`config.mk`:
```
export PLATFORM = sky130hd
export DESIGN_NAME = tick_scheduler_flat
export DESIGN_NICKNAME = d
export VERILOG_FILES = /design/src/rtl/tick_pkg.sv /design/src/rtl/tick_scheduler_if.sv /design/src/rtl/tick_channel.sv /design/src/rtl/tick_scheduler.sv /design/src/flat_wrapper.sv
export SDC_FILE = /design/constraint.sdc
export NUM_CORES = 1
export LEC_CHECK = 0
export CAP_MARGIN = 20
export CORE_MARGIN = 4
export CORE_UTILIZATION = 40
export DETAILED_ROUTE_END_ITERATION = 10
export GPL_TIMING_DRIVEN = 1
export SLEW_MARGIN = 10
export SYNTH_ARGS = -nofsm -noshare
export SYNTH_HDL_FRONTEND = slang
export SYNTH_SLANG_ARGS = --single-unit
```
`constraint.sdc`:
```
create_clock -name clock -period 5.5 [get_ports clock]
set_input_delay 0.825 -clock clock [delete_from_list [all_inputs] [get_ports clock]]
set_output_delay 0.825 -clock clock [all_outputs]
set_load 0.01 [all_outputs]
```
`src/rtl/tick_pkg.sv`:
```
`default_nettype none
// ============================================================================
// Module      : tick_pkg
// Description : Shared widths, reset divisors, config FSM states and channel
//               select codes for the tick scheduler.
// Revision    : 1.0 - initial release
// ============================================================================
package tick_pkg;

    localparam int unsigned CNT_W = 26;

    localparam logic [CNT_W-1:0] FAST_DIV_DEF = 26'd41667;
    localparam logic [CNT_W-1:0] SLOW_DIV_DEF = 26'd3333333;

    typedef enum logic [1:0] {
        IDLE = 2'd0,
        PEND = 2'd1,
        DONE = 2'd2
    } cfg_state_e;

    localparam logic SEL_FAST = 1'b0;
    localparam logic SEL_SLOW = 1'b1;

endpackage
`default_nettype wire

```
`src/rtl/tick_scheduler_if.sv`:
```
`default_nettype none
// ============================================================================
// Module      : tick_scheduler_if
// Description : Valid/ready divisor configuration port of the tick scheduler.
// Revision    : 1.0 - initial release
// ============================================================================
interface tick_scheduler_if;
    import tick_pkg::*;

    logic             cfg_valid;
    logic             cfg_sel;
    logic [CNT_W-1:0] cfg_div;
    logic             cfg_ready;
    logic             cfg_done;
    logic             cfg_err;

    modport master (
        output cfg_valid, cfg_sel, cfg_div,
        input  cfg_ready, cfg_done, cfg_err
    );

    modport slave (
        input  cfg_valid, cfg_sel, cfg_div,
        output cfg_ready, cfg_done, cfg_err
    );

endinterface
`default_nettype wire

```
`src/rtl/tick_channel.sv`:
```
`default_nettype none
// ============================================================================
// Module      : tick_channel
// Description : One divider channel: period counter, divisor register,
//               registered tick strobe and 50% square phase.
// Revision    : 1.0 - initial release
// ============================================================================
module tick_channel
    import tick_pkg::*;
#(
    parameter logic [CNT_W-1:0] DIV_RST = FAST_DIV_DEF
) (
    input  wire logic             clock,
    input  wire logic             reset_n,
    input  wire logic             i_run,
    input  wire logic             i_load_en,
    input  wire logic [CNT_W-1:0] i_load_div,
    output logic                  o_tick,
    output logic                  o_sq,
    output logic                  o_at_term
);

    logic [CNT_W-1:0] cnt_q, cnt_d;
    logic [CNT_W-1:0] div_q, div_d;
    logic             tick_q, tick_d;
    logic             sq_q, sq_d;

    // div_q is never below 2, so div_q-1 cannot wrap
    assign o_at_term = (cnt_q == div_q - CNT_W'(1));

    always_comb begin
        cnt_d  = cnt_q;
        div_d  = div_q;
        tick_d = i_run & o_at_term;
        if (i_run) begin
            cnt_d = o_at_term ? '0 : cnt_q + CNT_W'(1);
        end
        // A load lands on the wrap edge (or while frozen), restarting the period
        if (i_load_en) begin
            div_d = i_load_div;
            cnt_d = '0;
        end
        sq_d = (cnt_d < (div_d >> 1));
    end

    always_ff @(posedge clock or negedge reset_n) begin
        if (!reset_n) begin
            cnt_q  <= '0;
            div_q  <= DIV_RST;
            tick_q <= 1'b0;
            sq_q   <= 1'b1;
        end else begin
            cnt_q  <= cnt_d;
            div_q  <= div_d;
            tick_q <= tick_d;
            sq_q   <= sq_d;
        end
    end

    assign o_tick = tick_q;
    assign o_sq   = sq_q;

endmodule
`default_nettype wire

```
`src/rtl/tick_scheduler.sv`:
```
`default_nettype none
// ============================================================================
// Module      : tick_scheduler
// Description : Two-channel programmable tick generator with boundary-aligned
//               run-time divisor updates through a valid/ready config port.
// Revision    : 1.0 - initial release
// ============================================================================
module tick_scheduler
    import tick_pkg::*;
#(
    parameter logic [CNT_W-1:0] FAST_DIV_RST = FAST_DIV_DEF,
    parameter logic [CNT_W-1:0] SLOW_DIV_RST = SLOW_DIV_DEF
) (
    input  wire logic        clock,
    input  wire logic        reset_n,
    input  wire logic        run,
    tick_scheduler_if.slave  cfg,
    output logic             tick_fast,
    output logic             tick_slow,
    output logic             sq_fast,
    output logic             sq_slow
);

    cfg_state_e       state_q;
    logic             stage_sel_q;
    logic [CNT_W-1:0] stage_div_q;
    logic             ready_q;
    logic             done_q;
    logic             err_q;

    logic             at_term_fast;
    logic             at_term_slow;
    logic             sel_term;
    logic             apply;
    logic             load_fast;
    logic             load_slow;

    assign sel_term  = (stage_sel_q == SEL_SLOW) ? at_term_slow : at_term_fast;
    // Frozen counters have no boundary to wait for, so apply immediately
    assign apply     = (state_q == PEND) && (!run || sel_term);
    assign load_fast = apply && (stage_sel_q == SEL_FAST);
    assign load_slow = apply && (stage_sel_q == SEL_SLOW);

    always_ff @(posedge clock or negedge reset_n) begin
        if (!reset_n) begin
            state_q     <= IDLE;
            stage_sel_q <= SEL_FAST;
            stage_div_q <= '0;
            ready_q     <= 1'b1;
            done_q      <= 1'b0;
            err_q       <= 1'b0;
        end else begin
            done_q <= 1'b0;
            err_q  <= 1'b0;
            case (state_q)
                IDLE: begin
                    if (cfg.cfg_valid) begin
                        if (cfg.cfg_div < CNT_W'(2)) begin
                            err_q <= 1'b1;
                        end else begin
                            stage_sel_q <= cfg.cfg_sel;
                            stage_div_q <= cfg.cfg_div;
                            state_q     <= PEND;
                            ready_q     <= 1'b0;
                        end
                    end
                end
                PEND: begin
                    if (apply) begin
                        state_q <= DONE;
                        done_q  <= 1'b1;
                    end
                end
                DONE: begin
                    state_q <= IDLE;
                    ready_q <= 1'b1;
                end
                default: begin
                    state_q <= IDLE;
                    ready_q <= 1'b1;
                end
            endcase
        end
    end

    assign cfg.cfg_ready = ready_q;
    assign cfg.cfg_done  = done_q;
    assign cfg.cfg_err   = err_q;

    tick_channel #(
        .DIV_RST    (FAST_DIV_RST)
    ) u_fast (
        .clock      (clock),
        .reset_n    (reset_n),
        .i_run      (run),
        .i_load_en  (load_fast),
        .i_load_div (stage_div_q),
        .o_tick     (tick_fast),
        .o_sq       (sq_fast),
        .o_at_term  (at_term_fast)
    );

    tick_channel #(
        .DIV_RST    (SLOW_DIV_RST)
    ) u_slow (
        .clock      (clock),
        .reset_n    (reset_n),
        .i_run      (run),
        .i_load_en  (load_slow),
        .i_load_div (stage_div_q),
        .o_tick     (tick_slow),
        .o_sq       (sq_slow),
        .o_at_term  (at_term_slow)
    );

endmodule
`default_nettype wire
```
`src/flat_wrapper.sv`:
```
// flat-port wrapper written by rule: the top's interface ports become plain ports
module tick_scheduler_flat import tick_pkg::*;
#(
    parameter logic [CNT_W-1:0] FAST_DIV_RST = FAST_DIV_DEF,
    parameter logic [CNT_W-1:0] SLOW_DIV_RST = SLOW_DIV_DEF
)
  (clock, reset_n, run, tick_fast, tick_slow, sq_fast, sq_slow, cfg_cfg_valid, cfg_cfg_sel, cfg_cfg_div, cfg_cfg_ready, cfg_cfg_done, cfg_cfg_err);
  tick_scheduler_if cfg_i ();
  input  wire logic clock;
  input  wire logic reset_n;
  input  wire logic run;
  output logic tick_fast;
  output logic tick_slow;
  output logic sq_fast;
  output logic sq_slow;
  input wire logic [$bits(cfg_i.cfg_valid)-1:0] cfg_cfg_valid;
  input wire logic [$bits(cfg_i.cfg_sel)-1:0] cfg_cfg_sel;
  input wire logic [$bits(cfg_i.cfg_div)-1:0] cfg_cfg_div;
  output wire logic [$bits(cfg_i.cfg_ready)-1:0] cfg_cfg_ready;
  output wire logic [$bits(cfg_i.cfg_done)-1:0] cfg_cfg_done;
  output wire logic [$bits(cfg_i.cfg_err)-1:0] cfg_cfg_err;
  assign cfg_i.cfg_valid = cfg_cfg_valid;
  assign cfg_i.cfg_sel = cfg_cfg_sel;
  assign cfg_i.cfg_div = cfg_cfg_div;
  assign cfg_cfg_ready = cfg_i.cfg_ready;
  assign cfg_cfg_done = cfg_i.cfg_done;
  assign cfg_cfg_err = cfg_i.cfg_err;
  tick_scheduler #(.FAST_DIV_RST(FAST_DIV_RST), .SLOW_DIV_RST(SLOW_DIV_RST)) u_core (.clock(clock), .reset_n(reset_n), .run(run), .cfg(cfg_i), .tick_fast(tick_fast), .tick_slow(tick_slow), .sq_fast(sq_fast), .sq_slow(sq_slow));
endmodule
```
-- Yosys cells after proc, flatten, opt, wreduce, memory -nomap -nowiden
Index checks and enable logic that the tools add are counted.
- register bits after elaboration: 140
- add/sub/neg operators: 4
- $lt $le $gt $ge: 3
- eq/ne operators: 6
- multiplexer cells: 21
- bitwise operators: 5
- reduce and logical (&&, ||, !) cells: 9
- operator list (operator ; number):
    $mux 26 ; 8
    $add 26x1->26 const B ; 2
    $eq 26x26->1 ; 2
    $lt 26x25->1 ; 2
    $sub 26x1->26 const B ; 2
    $lt 26x2->1 const B ; 1
    $reduce_and 3->1 ; 3
    $mux 1 ; 8
    $mux 2 ; 3
    $ne 2x2->1 const B ; 2
    $pmux 2 s2 ; 1
    $logic_and 1x1->1 ; 3
    $not 1->1 ; 3
    $and 1x1->1 ; 2
    $eq 2x1->1 const B ; 1
    $logic_not 2->1 ; 1
    $ne 2x1->1 const B ; 1
    $pmux 1 s2 ; 1
    $logic_not 1->1 ; 1
    $logic_or 1x1->1 ; 1

-- Longest topological paths before layout
- depth after elaboration: 8
- mapped depth: 23
- mapped depth without buffers: 21

-- Cells and area by module
From an unflattened synthesis, not the netlist that was laid out.
- cell total of the unflattened synthesis: 968
- area, all modules: 9210.1 µm²
- modules (own cells, without submodules) (module ; instances ; cells each ; area an instance (µm²) ; seq. area each (µm²)):
    tick_channel at u_core.u_slow ; 1 ; 444 ; 4016.4 ; 1368.8
    tick_channel at u_core.u_fast ; 1 ; 438 ; 3971.3 ; 1361.3
    tick_scheduler ; 1 ; 86 ; 1222.4 ; 802.0

-- Worst setup path before layout
No wires, ideal clock.
- path type: register to register
- start point: register u_core.u_slow.div_q[8]
- end point: register u_core.u_slow.sq_q, in the netlist u_core.u_slow.o_sq
- arrival: 5061 ps
- data required time: 5409 ps
- path slack: 348 ps
- cell stages (with the launch flop): 20
- period minus slack after synthesis: 5152 ps
- cells stage by stage: dfrtp_1 -> or4_1 -> buf_2 -> or4_4 -> or3_1 -> a221oi_1 -> and4_1 -> o2111ai_1 -> a21oi_2 -> buf_4 -> mux2_1 -> inv_1 -> ha_1 -> a21o_1 -> a21oi_1 -> a21oi_1 -> o31a_1 -> a2111oi_0 -> o21ai_1 -> o31ai_1
- cells in the longest elaborated chain, start to end: 8
- elaborated cells between the ends (all ways): 11
- ends and longest elaborated chain (element ; RTL line ; RTL):
    start, declared ; tick_channel.sv:24 ; logic [CNT_W-1:0] div_q, div_d;
    start signal, assigned ; tick_channel.sv:54 ; div_q <= div_d;
    $sub 26x1->26 ; tick_channel.sv:29 ; assign o_at_term = (cnt_q == div_q - CNT_W'(1));
    $eq 26x26->1 ; tick_channel.sv:29 ;
    $mux 1 ; tick_scheduler.sv:38 ; assign sel_term = (stage_sel_q == SEL_SLOW) ? at_term_slow : at_term_fast;
    $logic_or 1x1->1 ; tick_scheduler.sv:40 ; assign apply = (state_q == PEND) && (!run || sel_term);
    $logic_and 1x1->1 ; tick_scheduler.sv:40 ;
    $logic_and 1x1->1 ; tick_scheduler.sv:42 ; assign load_slow = apply && (stage_sel_q == SEL_SLOW);
    $mux 26 ; tick_channel.sv:39 ; if (i_load_en) begin
    net u_core.u_slow.div_d[14] ; tick_channel.sv:24 ;
    $lt 26x25->1 ; tick_channel.sv:43 ; sq_d = (cnt_d < (div_d >> 1));
    net u_core.u_slow.sq_d ; tick_channel.sv:26 ; logic sq_q, sq_d;
    end signal, assigned ; tick_channel.sv:56 ; sq_q <= sq_d;
    end, declared ; tick_channel.sv:26 ;
The timed path passes the listed nets, and every way through them passes these cells.
A chain may end at the register's enable or synchronous reset.

-- Final worst setup path
- start point: register u_core.u_fast.div_q[8]
- end point: register u_core.u_fast.sq_q, in the netlist u_core.u_fast.o_sq
- cells in the longest elaborated chain, start to end: 8
- elaborated cells between the ends (all ways): 11
- ends and longest elaborated chain (element ; RTL line ; RTL):
    start, declared ; tick_channel.sv:24 ;
    start signal, assigned ; tick_channel.sv:54 ;
    $sub 26x1->26 ; tick_channel.sv:29 ;
    $eq 26x26->1 ; tick_channel.sv:29 ;
    $mux 1 ; tick_scheduler.sv:38 ;
    $logic_or 1x1->1 ; tick_scheduler.sv:40 ;
    $logic_and 1x1->1 ; tick_scheduler.sv:40 ;
    $logic_and 1x1->1 ; tick_scheduler.sv:41 ; assign load_fast = apply && (stage_sel_q == SEL_FAST);
    $mux 26 ; tick_channel.sv:39 ;
    $lt 26x25->1 * ; tick_channel.sv:43 ;
    net u_core.u_fast.sq_d ; tick_channel.sv:26 ;
    end signal, assigned ; tick_channel.sv:56 ;
    end, declared ; tick_channel.sv:26 ;
The timed path passes the listed nets; every way through them passes the cells marked *.

==> run summary <==
==========================================================================================
Status                                                                        finished, final reports clean
Port-buffer cells                                                                       37
Clock edge transition at the registers on the reported setup and hold paths        0.06 ns
Pwr Density                                                                   471.1 nW/um^2
Syn nets                                                                              1081
Synth Area in Adders                                                               0.07011
Total Die Area                                                                 25700 sq um
Fraction of layout cells with a size suffix above 1                                 0.1241
IO Pins                                                                                 38
Count of unresolved DRC violations after routing                                         0
Drt wl/cell                                                                   18.51 microns
Critical-path cell list                                                       or4_4 > xnor2_1 > or3b_1 > a32o_1 > or4b_1 > or3_4 > nor4_4 > o21ai_4 > buf_4 > mux2i_2 > ha_1 > a21o_1 > a21oi_1 > o21ai_0 > a21o_1 > a2111oi_4 > buf_4 > o21ai_0 > o31ai_1
Buffer cell driving the clock tree root                                          clkbuf_16
Number of diodes added for antenna fixing                                                0
Initial cell density of the core                                                    0.4087
Initial antenna violation count                                                          0
Die outline width                                                             160.3 microns
Final RePlAce weighted congestion                                                   0.8992
Max Cap Viol                                                                             0
Post-synthesis sequential area ratio                                                0.3806
Final instance area                                                            10950 sq um
Main combinational cell family by area after synthesis                        simple AND/OR/NAND/NOR gates
Fin cells                                                                             1357
Total of flip-flops plus latches after synthesis                                       140
Synthesized-area fraction occupied by and/or/nand/nor cells                         0.2334
Bufs and invs on worst path                                                              2
Largest net degree at the start of global routing                                       92
Post-synth EDFFs                                                                         0
Post-Place Cells                                                                      1309
Overflow left after global routing                                                       0
Via/cell ratio                                                                       5.514
Cell area after technology mapping                                              9280 sq um
Critical Path Max Stage Delay                                                      0.57 ns
Signed area change from the synthesized netlist to the final layout                 18.01%
Routed WL                                                                     25120 microns
Number of optimization iterations in the first detailed-route pass                       5
Fin. Hold Viols                                                                          0
Number of sinks driven by the clock tree                                               140
Count of different cell masters after synthesis                                         71
Final setup slack of the worst path                                              0.2543 ns
Clock insertion delay at the later pin of the skew report                          0.42 ns
Relative slew margins                                                               0.3666
Worst Max-Slew Pin Slew                                                          0.9491 ns
Vertical die dimension                                                        160.3 microns
Post-route ant nets                                                                      0
Type of element capturing the critical path                                      flip-flop
Post-Place Cell Area                                                           10080 sq um
Prevailing post-synth register cell                                                dfrtp_1
Cell family with most CP delay                                                simple AND/OR/NAND/NOR gates
CTS max path bufs                                                                        2
Via total after detailed routing                                                      7483
First-pass GRT wire length                                                    40190 microns
Overall global routing resource usage                                               0.1942
Iter 0 DRT Violations                                                                  484
Vias in the first global route                                                        7357
CTS Hold Bufs                                                                            0
Crit-path max FO                                                                         8
Post-route clock skew                                                          0.008015 ns
Critical path class                                                           flip-flop to flip-flop
Required @ worst endpoint                                                          5.83 ns
Multiplexer share of the synthesized area                                          0.09033
Clock tree from TritonCTS                                                            built
Async SR Flop Fraction                                                               1.000
Gate count of the mapped netlist                                                       998
H-tree depth                                                                             4
Number of CTS-inserted buffers                                                          17
Final critical path time including I/O delays and setup                           5.246 ns
Setup violations, final                                                                  0
Post-Syn Area per Cell                                                         9.299 sq um
Net count, final                                                                      1142
Number of warnings reported in the yosys synthesis log                                   0
Area share of xor/xnor cells in the synthesized design                              0.1010
Cell row count                                                                          55
Kind of path behind the tightest hold check                                   input pin to asynchronous set/reset pin
Crit path launch type                                                            flip-flop
Compound-Gate Fraction of Synth Area                                               0.09087
Count of pins over their slew limit                                                      0
Worst path arrival time                                                            5.57 ns
Peak clock frequency supported by timing                                        0.1906 GHz
Core footprint                                                                 22710 sq um
Static Leak                                                                       5.095 nW
Final Cycle Share                                                                   0.9538
Half-perimeter wire length of the detailed placement result                   18630 microns
Worst setup slack before clock tree synthesis                                   -0.2439 ns
Largest voltage drop on the vdd net                                               172.7 uV
Worst-path cell with the longest stage delay                                         or4_4
==========================================================================================
-- cell usage in the layout (no fill, tap or decap), types with 26 or more instances in the layout --
cell type,synthesis,layout
clkdlybuf4s50_1,0,36
nor2_1,93,93
nand4_1,26,26
mux2_1,26,26
buf_4,3,36
nand2_1,124,124
xor2_1,59,59
nor3_1,26,26
nand3_1,27,27
xnor2_1,48,48
ha_1,52,52
inv_1,37,37
dfrtp_1,117,116
mux2i_1,50,46
-- through the flow --
step	TNS, ns	hold slack (ns)	utilization	power, mW
2_1_floorplan	0	0.4604	-	3.228
3_3_place_gp	-0.07569	0.4748	0.4437	3.866
3_5_place_dp	-0.2439	0.4816	0.4437	3.882
4_1_cts	0	0.4930	0.4699	5.060
5_1_grt	-0.01204	0.5054	0.4823	5.527
6_report	0	0.4636	0.4823	5.160
-- sequential cells by signal (all words and copies together) (netlist names), 2 cells and up --
name,cells
u_core.stage_div_q,26
u_core.state_q,2
u_core.u_fast.cnt_q,26
u_core.u_fast.div_q,26
u_core.u_slow.cnt_q,26
u_core.u_slow.div_q,26
-- per-layer routing --
metal | vias to the layer above | share of wire | track usage
met1 | 3610 | 0.49 | 0.2795
li1 | 3692 | - | -
met5 | - | 0 | 0
met3 | 28 | 0.038 | 0.03002
met4 | 0 | 0.017 | 0.05475
met2 | 153 | 0.45 | 0.3050
-- where the power goes --
group / switching, mW / leakage [nW] / internal (mW)
logic: 1.14 / 3.06 / 0.972
clock network: 0.475 / 0.270 / 0.670
registers: 0.514 / 1.77 / 1.38
total: 2.13 / 5.10 / 3.03
-- synthesized netlist by cell type, types with 4 or more instances --
master     count  share of area
a211oi_1       6         0.0049
nand4_1       26          0.018
o211ai_1       6         0.0049
o21bai_1       5         0.0040
nor2b_1       10         0.0067
mux2_2         4         0.0049
nand4b_1       5         0.0047
nand3_1       27          0.015
or3_1         11         0.0074
xor2_1        59          0.056
and3_1        22          0.015
inv_1         37          0.015
a31oi_1        7         0.0047
dfstp_2       23          0.065
a21oi_1       24          0.013
o21ai_0       18         0.0097
nand2_1      124          0.050
mux2i_1       50          0.054
nand3b_1       6         0.0049
ha_1          52          0.070
nor3b_1        4         0.0032
mux2_1        26          0.032
nor4_1        21          0.014
nand2b_1      10         0.0067
buf_2          7         0.0038
dfrtp_1      117           0.32
clkbuf_1      26          0.011
a2111oi_0      5         0.0047
xnor2_1       48          0.045
nor2_1        93          0.038
a21o_1        15          0.012
and2_1         4         0.0027
nor3_1        26          0.014
or4_1         10         0.0081
o31ai_1        4         0.0032
and4_1         6         0.0057
-- repair_timing --
item,CTS,global route
resized for setup,5,26
setup endpoints to repair,2,2
pin swaps,0,4
gates cloned,0,2
setup buffers,0,14
-- cell type report --
cell class / instances / area, sq um
clock buffers: 19 / 432.9
well taps: 285 / 356.6
flip-flops and latches: 140 / 3533
multi-input cells: 782 / 5580
fillers: 2110 / 11760
clock inverters: 13 / 140.1
repair buffers: 80 / 765.7
inverters: 38 / 142.6
-- cell families after synthesis --
group	after synthesis
compound gates	119
xor+xnor	107
fa+ha+maj	52
buf+inv	76
flops	140
mux	80
simple gates	424
-- worst paths after layout --
| kind | start | end | slack, ns | cells after the start |
|---|---|---|---|---|
| max | u_core.u_fast.div_q[8] | u_core.u_fast.o_sq | 0.25 | 19 |
| min | reset_n | u_core.u_slow.cnt_q[8] | 0.46 | 1 |
| max reg2reg | u_core.u_fast.div_q[8] | u_core.u_fast.o_sq | 0.25 | 19 |
| min reg2reg | u_core.cfg.cfg_ready | u_core.cfg.cfg_ready | 0.49 | 2 |
| max in group asynchronous | reset_n | u_core.u_slow.cnt_q[0] | 3.85 | 2 |
| min in group clock | u_core.cfg.cfg_ready | u_core.cfg.cfg_ready | 0.49 | 2 |
Note: power is estimated with default switching activity, not from simulation.
